### src/rtl/hsv2rgb_arbiter_if.sv
// Requester A/B handshake and result buses plus the shared converter hookup.
// The master side is the requesters and the converter; the slave side is the arbiter.
interface hsv2rgb_arbiter_if;
  logic        a_req;
  logic [23:0] a_hsv;
  logic        a_gnt;
  logic        a_rgb_valid;
  logic [23:0] a_rgb;
  logic        b_req;
  logic [23:0] b_hsv;
  logic        b_gnt;
  logic        b_rgb_valid;
  logic [23:0] b_rgb;
  logic [23:0] cv_hsv;
  logic [23:0] cv_rgb;
  logic        busy;

  modport master (
    output a_req, a_hsv, b_req, b_hsv, cv_rgb,
    input  a_gnt, a_rgb_valid, a_rgb, b_gnt, b_rgb_valid, b_rgb, cv_hsv, busy
  );

  modport slave (
    input  a_req, a_hsv, b_req, b_hsv, cv_rgb,
    output a_gnt, a_rgb_valid, a_rgb, b_gnt, b_rgb_valid, b_rgb, cv_hsv, busy
  );
endinterface

### src/rtl/hsv2rgb_arbiter.sv
// Shares one HSV-to-RGB converter between requesters A and B.
// One grant per clock loads the converter input register. A tag pipe of
// LAT+1 stages follows each sample so that its result is routed back to
// the requester that issued it.
module hsv2rgb_arbiter #(
  parameter int LAT        = 2,
  parameter int A_PRIO     = 0,
  parameter int STARVE_MAX = 15
) (
  input  logic             clk,
  input  logic             reset_n,
  hsv2rgb_arbiter_if.slave bus
);

  localparam logic [7:0] STARVE_LIM = 8'(STARVE_MAX);

  // rr_last: 1 = B was granted last, so A wins the first tie after reset
  logic          rr_last_q,    rr_last_d;
  logic [7:0]    starve_cnt_q, starve_cnt_d;
  logic [23:0]   cv_hsv_q,     cv_hsv_d;
  // tag_own: 0 = sample belongs to A, 1 = sample belongs to B
  logic [LAT:0]  tag_vld_q,    tag_vld_d;
  logic [LAT:0]  tag_own_q,    tag_own_d;
  logic          a_vld_q,      a_vld_d;
  logic          b_vld_q,      b_vld_d;
  logic [23:0]   a_rgb_q,      a_rgb_d;
  logic [23:0]   b_rgb_q,      b_rgb_d;
  logic          a_gnt;
  logic          b_gnt;

  // Grant decision from the live requests and the arbitration state
  always_comb begin
    a_gnt = 1'b0;
    b_gnt = 1'b0;
    if (A_PRIO == 0) begin
      if (bus.a_req && bus.b_req) begin
        a_gnt = rr_last_q;
        b_gnt = !rr_last_q;
      end else begin
        a_gnt = bus.a_req;
        b_gnt = bus.b_req;
      end
    end else begin
      if (bus.b_req && (starve_cnt_q == STARVE_LIM)) begin
        b_gnt = 1'b1;
      end else if (bus.a_req) begin
        a_gnt = 1'b1;
      end else begin
        b_gnt = bus.b_req;
      end
    end
  end

  // Arbitration state, converter input and tag pipe next values
  always_comb begin
    rr_last_d    = rr_last_q;
    starve_cnt_d = starve_cnt_q;
    cv_hsv_d     = cv_hsv_q;
    tag_vld_d    = '0;
    tag_own_d    = '0;

    if (a_gnt) begin
      rr_last_d = 1'b0;
      cv_hsv_d  = bus.a_hsv;
    end else if (b_gnt) begin
      rr_last_d = 1'b1;
      cv_hsv_d  = bus.b_hsv;
    end

    // Counts only while B is asking and losing; saturates instead of wrapping
    if (!bus.b_req || b_gnt) begin
      starve_cnt_d = 8'd0;
    end else if (starve_cnt_q != 8'hFF) begin
      starve_cnt_d = starve_cnt_q + 8'd1;
    end

    // The pipe never stalls: the converter cannot be held off either
    tag_vld_d[0] = a_gnt | b_gnt;
    tag_own_d[0] = b_gnt;
    for (int i = 1; i <= LAT; i++) begin
      tag_vld_d[i] = tag_vld_q[i-1];
      tag_own_d[i] = tag_own_q[i-1];
    end
  end

  // Result return: the last tag stage lines up with a settled cv_rgb
  always_comb begin
    a_vld_d = tag_vld_q[LAT] & ~tag_own_q[LAT];
    b_vld_d = tag_vld_q[LAT] &  tag_own_q[LAT];
    a_rgb_d = a_vld_d ? bus.cv_rgb : a_rgb_q;
    b_rgb_d = b_vld_d ? bus.cv_rgb : b_rgb_q;
  end

  // State registers; reset drops every in-flight tag
  always_ff @(posedge clk or negedge reset_n) begin
    if (!reset_n) begin
      rr_last_q    <= 1'b1;
      starve_cnt_q <= 8'd0;
      cv_hsv_q     <= 24'd0;
      tag_vld_q    <= '0;
      tag_own_q    <= '0;
      a_vld_q      <= 1'b0;
      b_vld_q      <= 1'b0;
      a_rgb_q      <= 24'd0;
      b_rgb_q      <= 24'd0;
    end else begin
      rr_last_q    <= rr_last_d;
      starve_cnt_q <= starve_cnt_d;
      cv_hsv_q     <= cv_hsv_d;
      tag_vld_q    <= tag_vld_d;
      tag_own_q    <= tag_own_d;
      a_vld_q      <= a_vld_d;
      b_vld_q      <= b_vld_d;
      a_rgb_q      <= a_rgb_d;
      b_rgb_q      <= b_rgb_d;
    end
  end

  assign bus.a_gnt       = a_gnt;
  assign bus.b_gnt       = b_gnt;
  assign bus.cv_hsv      = cv_hsv_q;
  assign bus.a_rgb_valid = a_vld_q;
  assign bus.b_rgb_valid = b_vld_q;
  assign bus.a_rgb       = a_rgb_q;
  assign bus.b_rgb       = b_rgb_q;
  assign bus.busy        = bus.a_req | bus.b_req | (|tag_vld_q);

endmodule

### src/flat_wrapper.sv
// flat-port wrapper written by rule: the top's interface ports become plain ports
module hsv2rgb_arbiter_flat 
#(
  parameter int LAT        = 2,
  parameter int A_PRIO     = 0,
  parameter int STARVE_MAX = 15
)
  (clk, reset_n, bus_a_req, bus_a_hsv, bus_b_req, bus_b_hsv, bus_cv_rgb, bus_a_gnt, bus_a_rgb_valid, bus_a_rgb, bus_b_gnt, bus_b_rgb_valid, bus_b_rgb, bus_cv_hsv, bus_busy);
  hsv2rgb_arbiter_if bus_i ();
  input  logic clk;
  input  logic reset_n;
  input wire logic [$bits(bus_i.a_req)-1:0] bus_a_req;
  input wire logic [$bits(bus_i.a_hsv)-1:0] bus_a_hsv;
  input wire logic [$bits(bus_i.b_req)-1:0] bus_b_req;
  input wire logic [$bits(bus_i.b_hsv)-1:0] bus_b_hsv;
  input wire logic [$bits(bus_i.cv_rgb)-1:0] bus_cv_rgb;
  output wire logic [$bits(bus_i.a_gnt)-1:0] bus_a_gnt;
  output wire logic [$bits(bus_i.a_rgb_valid)-1:0] bus_a_rgb_valid;
  output wire logic [$bits(bus_i.a_rgb)-1:0] bus_a_rgb;
  output wire logic [$bits(bus_i.b_gnt)-1:0] bus_b_gnt;
  output wire logic [$bits(bus_i.b_rgb_valid)-1:0] bus_b_rgb_valid;
  output wire logic [$bits(bus_i.b_rgb)-1:0] bus_b_rgb;
  output wire logic [$bits(bus_i.cv_hsv)-1:0] bus_cv_hsv;
  output wire logic [$bits(bus_i.busy)-1:0] bus_busy;
  assign bus_i.a_req = bus_a_req;
  assign bus_i.a_hsv = bus_a_hsv;
  assign bus_i.b_req = bus_b_req;
  assign bus_i.b_hsv = bus_b_hsv;
  assign bus_i.cv_rgb = bus_cv_rgb;
  assign bus_a_gnt = bus_i.a_gnt;
  assign bus_a_rgb_valid = bus_i.a_rgb_valid;
  assign bus_a_rgb = bus_i.a_rgb;
  assign bus_b_gnt = bus_i.b_gnt;
  assign bus_b_rgb_valid = bus_i.b_rgb_valid;
  assign bus_b_rgb = bus_i.b_rgb;
  assign bus_cv_hsv = bus_i.cv_hsv;
  assign bus_busy = bus_i.busy;
  hsv2rgb_arbiter #(.LAT(LAT), .A_PRIO(A_PRIO), .STARVE_MAX(STARVE_MAX)) u_core (.clk(clk), .reset_n(reset_n), .bus(bus_i));
endmodule
### config.mk
export PLATFORM = sky130hd
export DESIGN_NAME = hsv2rgb_arbiter_flat
export DESIGN_NICKNAME = d
export VERILOG_FILES = /design/src/rtl/hsv2rgb_arbiter_if.sv /design/src/rtl/hsv2rgb_arbiter.sv /design/src/flat_wrapper.sv
export SDC_FILE = /design/constraint.sdc
export NUM_CORES = 1
export LEC_CHECK = 0
export ABC_AREA = 1
export ABC_CLOCK_PERIOD_IN_PS = 1300
export BUFFER_PORTS_ARGS = -buffer_cell sky130_fd_sc_hd__buf_2
export CAP_MARGIN = 20
export CORE_MARGIN = 10
export CORE_UTILIZATION = 41
export DETAILED_ROUTE_END_ITERATION = 8
export GPL_TIMING_DRIVEN = 0
export PLACE_DENSITY_LB_ADDON = 0.12
export SYNTH_ARGS = -nofsm -noshare
export SYNTH_HDL_FRONTEND = slang
export SYNTH_SLANG_ARGS = --single-unit
### constraint.sdc
create_clock -name clk -period 1.3 [get_ports clk]
set_clock_uncertainty 0.15 [all_clocks]
set_input_delay 0.065 -clock clk [delete_from_list [all_inputs] [get_ports clk]]
set_output_delay 0.065 -clock clk [all_outputs]
set_load 0.1 [all_outputs]
== After elaboration in Yosys (flattened, before gate mapping) ==
Cells that the tools add are included.
Operators by class
  mux-type cells: 6
  reductions and logical operators: 4
  bitwise logic cells: 6
Operators by type and width (number)
  $mux 24: 2
  $mux 1: 4
  $or 1x1->1: 3
  $reduce_or 3->1: 1
  $and 1x1->1: 2
  $reduce_bool 2->1: 1
  $logic_and 1x1->1: 1
  $logic_not 1->1: 1
  $not 1->1: 1
Storage, ports and cells
  output and inout bits: 77
  register bits after elaboration: 81
  logic and storage cells: 24

== Depth between registers and ports, before layout ==
  depth in word-level cells: 4
  mapped depth: 6

== Worst setup path after synthesis ==
Ideal clock, no wire load.
  path kind: register -> output
  from: register u_core.rr_last_q
  to: output port bus_a_gnt
  cell stages (with the launch flop): 6
  arrival time: 1.516 ns
  slack: -0.431 ns
  path buffers: 1
  data required time: 1.085 ns
  cell sequence: dfstp_2 -> inv_1 -> nand2_2 -> buf_2 -> nand2_1 -> inv_1
Between the ends
  cells in the longest elaborated chain, start to end: 1
Ends and longest elaborated chain
  start: declaration: line hsv2rgb_arbiter.sv:18  | logic rr_last_q, rr_last_d;
  start signal: assignment: line hsv2rgb_arbiter.sv:107  | rr_last_q <= rr_last_d;
  $mux 1: line hsv2rgb_arbiter.sv:36  | if (bus.a_req && bus.b_req) begin
  end: declaration: line flat_wrapper.sv:17  | output wire logic [$bits(bus_i.a_gnt)-1:0] bus_a_gnt;
Every way passes these cells.

== Worst setup path after layout ==
Ends and elaborated chain as after synthesis.

==> out/qor.csv <==
stage;metric;value;unit
placement;placement.cell_area;4160;um^2
power;power.density_cell_area;1700;nW/um^2
logic_synthesis;synth_seq_cells;81;
sta;worst_slew_margin_rel;66.1;%
logic_synthesis;netlist_area;3130;um^2
worst_setup_path;cp_slowest_stage_delay;0.56;ns
placement;dp_cells;583;
grt;grt_util_all_layers;20.4;%
grt;antenna_found_initial;1;
worst_hold_path;hold_path.class;in -> reg;
sta;slew_violations;0;
finish;multiInputGateArea;927;um^2
floorplan;io_pins;153;
detailed_routing;routed_via_density;4.79;
detailed_routing;drt_pass1_iterations;4;
power;peakVddDrop;808;uV
finish;fillerInstances;498;
power;total_leakage_power;0.00272;uW
sta;setup-violations-final;26;
logic_synthesis;synthesis.area_per_instance;9.44;um^2
finish;most_common_library_cell_in_the_layout_ignoring_fill_and_taps;sky130_fd_sc_hd__nand2_1;
finish;top_library_cells_by_usage_in_the_layout_fill_and_taps_aside;sky130_fd_sc_hd__nand2_1, sky130_fd_sc_hd__buf_4, sky130_fd_sc_hd__buf_2, sky130_fd_sc_hd__dlygate4sd3_1, sky130_fd_sc_hd__dfrtp_2;
grt;grt_first_pass_wirelength;18900;um
detailed_routing;num_vias;3251;
logic_synthesis;yosysWarningCount;0;
grt;overflow_left_after_global_routing;0;
worst_setup_path;timing.critical_path.to_type;output pin;
detailed_routing;drtIter0Drc;141;
sta;maxClockFrequency;0.623;GHz
clock_network;clock_sink_count;81;
worst_setup_path;critical_path_class;reg -> out;
logic_synthesis;synth_fp_nets;408;
worst_setup_path;critical-path-top-cell-by-count;sky130_fd_sc_hd__nand2_4;
clock_network;tritoncts_clock_tree;yes;
placement;dp_hpwl;7110;um
detailed_routing;drc_errors;0;
logic_synthesis;synth_sequential_area_ratio;64.7;%
clock_network;clkSlewWorstSetupHoldPaths;0.08;ns
sta;fin_crit_sh;124;%
worst_setup_path;cp_slowest_cell;sky130_fd_sc_hd__dfstp_2;
sta;hold_viol_final;0;
detailed_routing;drtAntennaViolNets;0;
sta;time_the_final_worst_path_needs_with_i_o_delays_and_setup;1.61;ns
clock_network;cts-root-buf;sky130_fd_sc_hd__clkbuf_8;
detailed_routing;wl_per_cell;16.7;um
flow_run;number_of_max_cap_violations;0;
finish;final-seq-area;2120;um^2
power;finalPower;9370;uW
clock_network;cts-buffers-inserted;9;
clock_network;cts_max_path_buffers;2;
outcome;violations;negative setup slack;
worst_setup_path;worst_ep_arrival_time;1.39;ns
placement;globalplace.congestion;0.748;
detailed_routing;wirelength;11400;um
sta;tightestPinTransition;0.508;ns
floorplan;die_y;107;um
clock_network;clock_tree.htree_level_count;3;
worst_setup_path;critical_path.startpoint_type;register;
outcome;run_status;complete, but fails checks;
logic_synthesis;synthDistinctLibCells;14;
floorplan;die_ar;11500;um^2
sta;layout_setup_ws;-0.306;ns
finish;areaGrowthSynthToFinish;76.4;%
finish;design.final.nets;650;
worst_setup_path;timing.critical_path.fanout_max;2;
sta;fin_tns_setup;-2.96;ns
floorplan;core_region_area;7330;um^2
finish;final_design_area_no_fill;5530;um^2
worst_setup_path;critPathRequiredTime;1.09;ns
finish;final_std_cells_w_o_fill;679;
clock_network;skew_pair_late_insertion_delay;0.34;ns
grt;grt_max_degree;45;
logic_synthesis;synthCells;332;
sta;rsz0062_at_grt;yes;
floorplan;placementRows;31;
worst_setup_path;critical_path_cell_by_cell;inv_2 > nand2_4 > buf_8 > nand2_4 > clkinvlp_4 > buf_12;
floorplan;initial_utilization;42.7;%
floorplan;fp.dieW;107;um
grt;first_global_vias;3630;
placement;io_buffers;151;
finish;final_layout_size_suffix_gt1_share;47.5;%
final cells by class:
class                      instances  area share (%)
antenna                            1          0.0453
buffer                            16            2.85
clock buffer                      10            2.49
clock inverter                     6            1.63
inverter                          31            2.17
multi-input combinational        201            16.8
sequential                        81            38.3
tap                               99            2.24
timing repair buffer             234            33.5
metrics by stage:
step	hold WS (ns)	utilization, %	setup WS, ns
after CTS	0.000639	74.9	-0.301
after global placement	0.120	56.3	-0.746
after detailed placement	-0.0876	56.8	-0.302
after global routing	0.0263	75.4	-0.350
final	0.0159	75.4	-0.306
after floorplan	-0.381	-	-0.0908
routing by layer:
| layer | up-vias | track usage (%) | share of wire (%) |
|---|---|---|---|
| met4 | 0 | 8.40 | 2.1 |
| met5 | - | 0 | 0 |
| met2 | 169 | 32.9 | 48 |
| met1 | 1521 | 23.0 | 38 |
| met3 | 20 | 9.28 | 12 |
| li1 | 1541 | - | - |
critical path, delay by kind of cell, from the launching register on:
kind | cells | cell delay [ns]
and+or+nand+nor | 2 | 0.10
DFF | 1 | 0.56
buffers and inverters | 4 | 0.39
worst paths after layout:
check	startpoint	cells after the start	endpoint	slack, ns
max	u_core.rr_last_q$_DFFE_PN1P_	6	bus_a_gnt	-0.31
min	bus_a_req	4	u_core.tag_vld_q[0]$_DFF_PN0_	0.02
max reg2reg	u_core.rr_last_q$_DFFE_PN1P_	6	u_core.bus.cv_hsv[18]$_DFFE_PN0P_	-0.21
min reg2reg	u_core.tag_own_q[0]$_DFF_PN0_	0	u_core.tag_own_q[1]$_DFF_PN0_	0.20
max in group asynchronous	reset_n	3	u_core.rr_last_q$_DFFE_PN1P_	0.27
min in group asynchronous	reset_n	2	u_core.bus.b_rgb[21]$_DFFE_PN0P_	0.08
registers in the layout (all words and copies together) (netlist names):
register and cells:
u_core.bus.a_rgb 24, u_core.bus.a_rgb_valid 1, u_core.bus.b_rgb 24, u_core.bus.b_rgb_valid 1, u_core.bus.cv_hsv 24, u_core.rr_last_q 1, u_core.tag_own_q 3, u_core.tag_vld_q 3
synth_stat cells (all sizes together):
cell type | instances | area, um^2
buf | 13 | 71.3
a21oi | 1 | 16.3
nor3 | 1 | 5.00
nor2 | 1 | 6.26
nand3 | 48 | 240
clkbuf | 6 | 22.5
nand2 | 101 | 382
dfstp | 1 | 26.3
o21ai | 49 | 245
dfrtp | 80 | 2000
inv | 31 | 116
cells by family (layout without fill, tap and decap cells):
family	after synthesis	after routing	share of synthesized area [%]
buffers and inverters	50	297	6.71
and+or+nand+nor	151	151	20.2
DFF	81	81	64.7
AOI/OAI and AO/OA	50	50	8.35
other	0	1	0
report_power, final:
part	switching [uW]	total, uW	internal (uW)
Clock	912	2050	1140
Combinational	3230	4190	961
Sequential	206	3130	2930
Total	4340	9370	5030
what timing repair did:
action | CTS | global route
resized for setup | 107 | 24
hold buffers | 75 | 0
setup endpoints to repair | 130 | 58
gates cloned | 1 | 0
pin swaps | 3 | 0
setup buffers | 5 | 2
endpoints found under the hold margin | 152 | 0
Note: power is estimated with default switching activity, not from simulation.
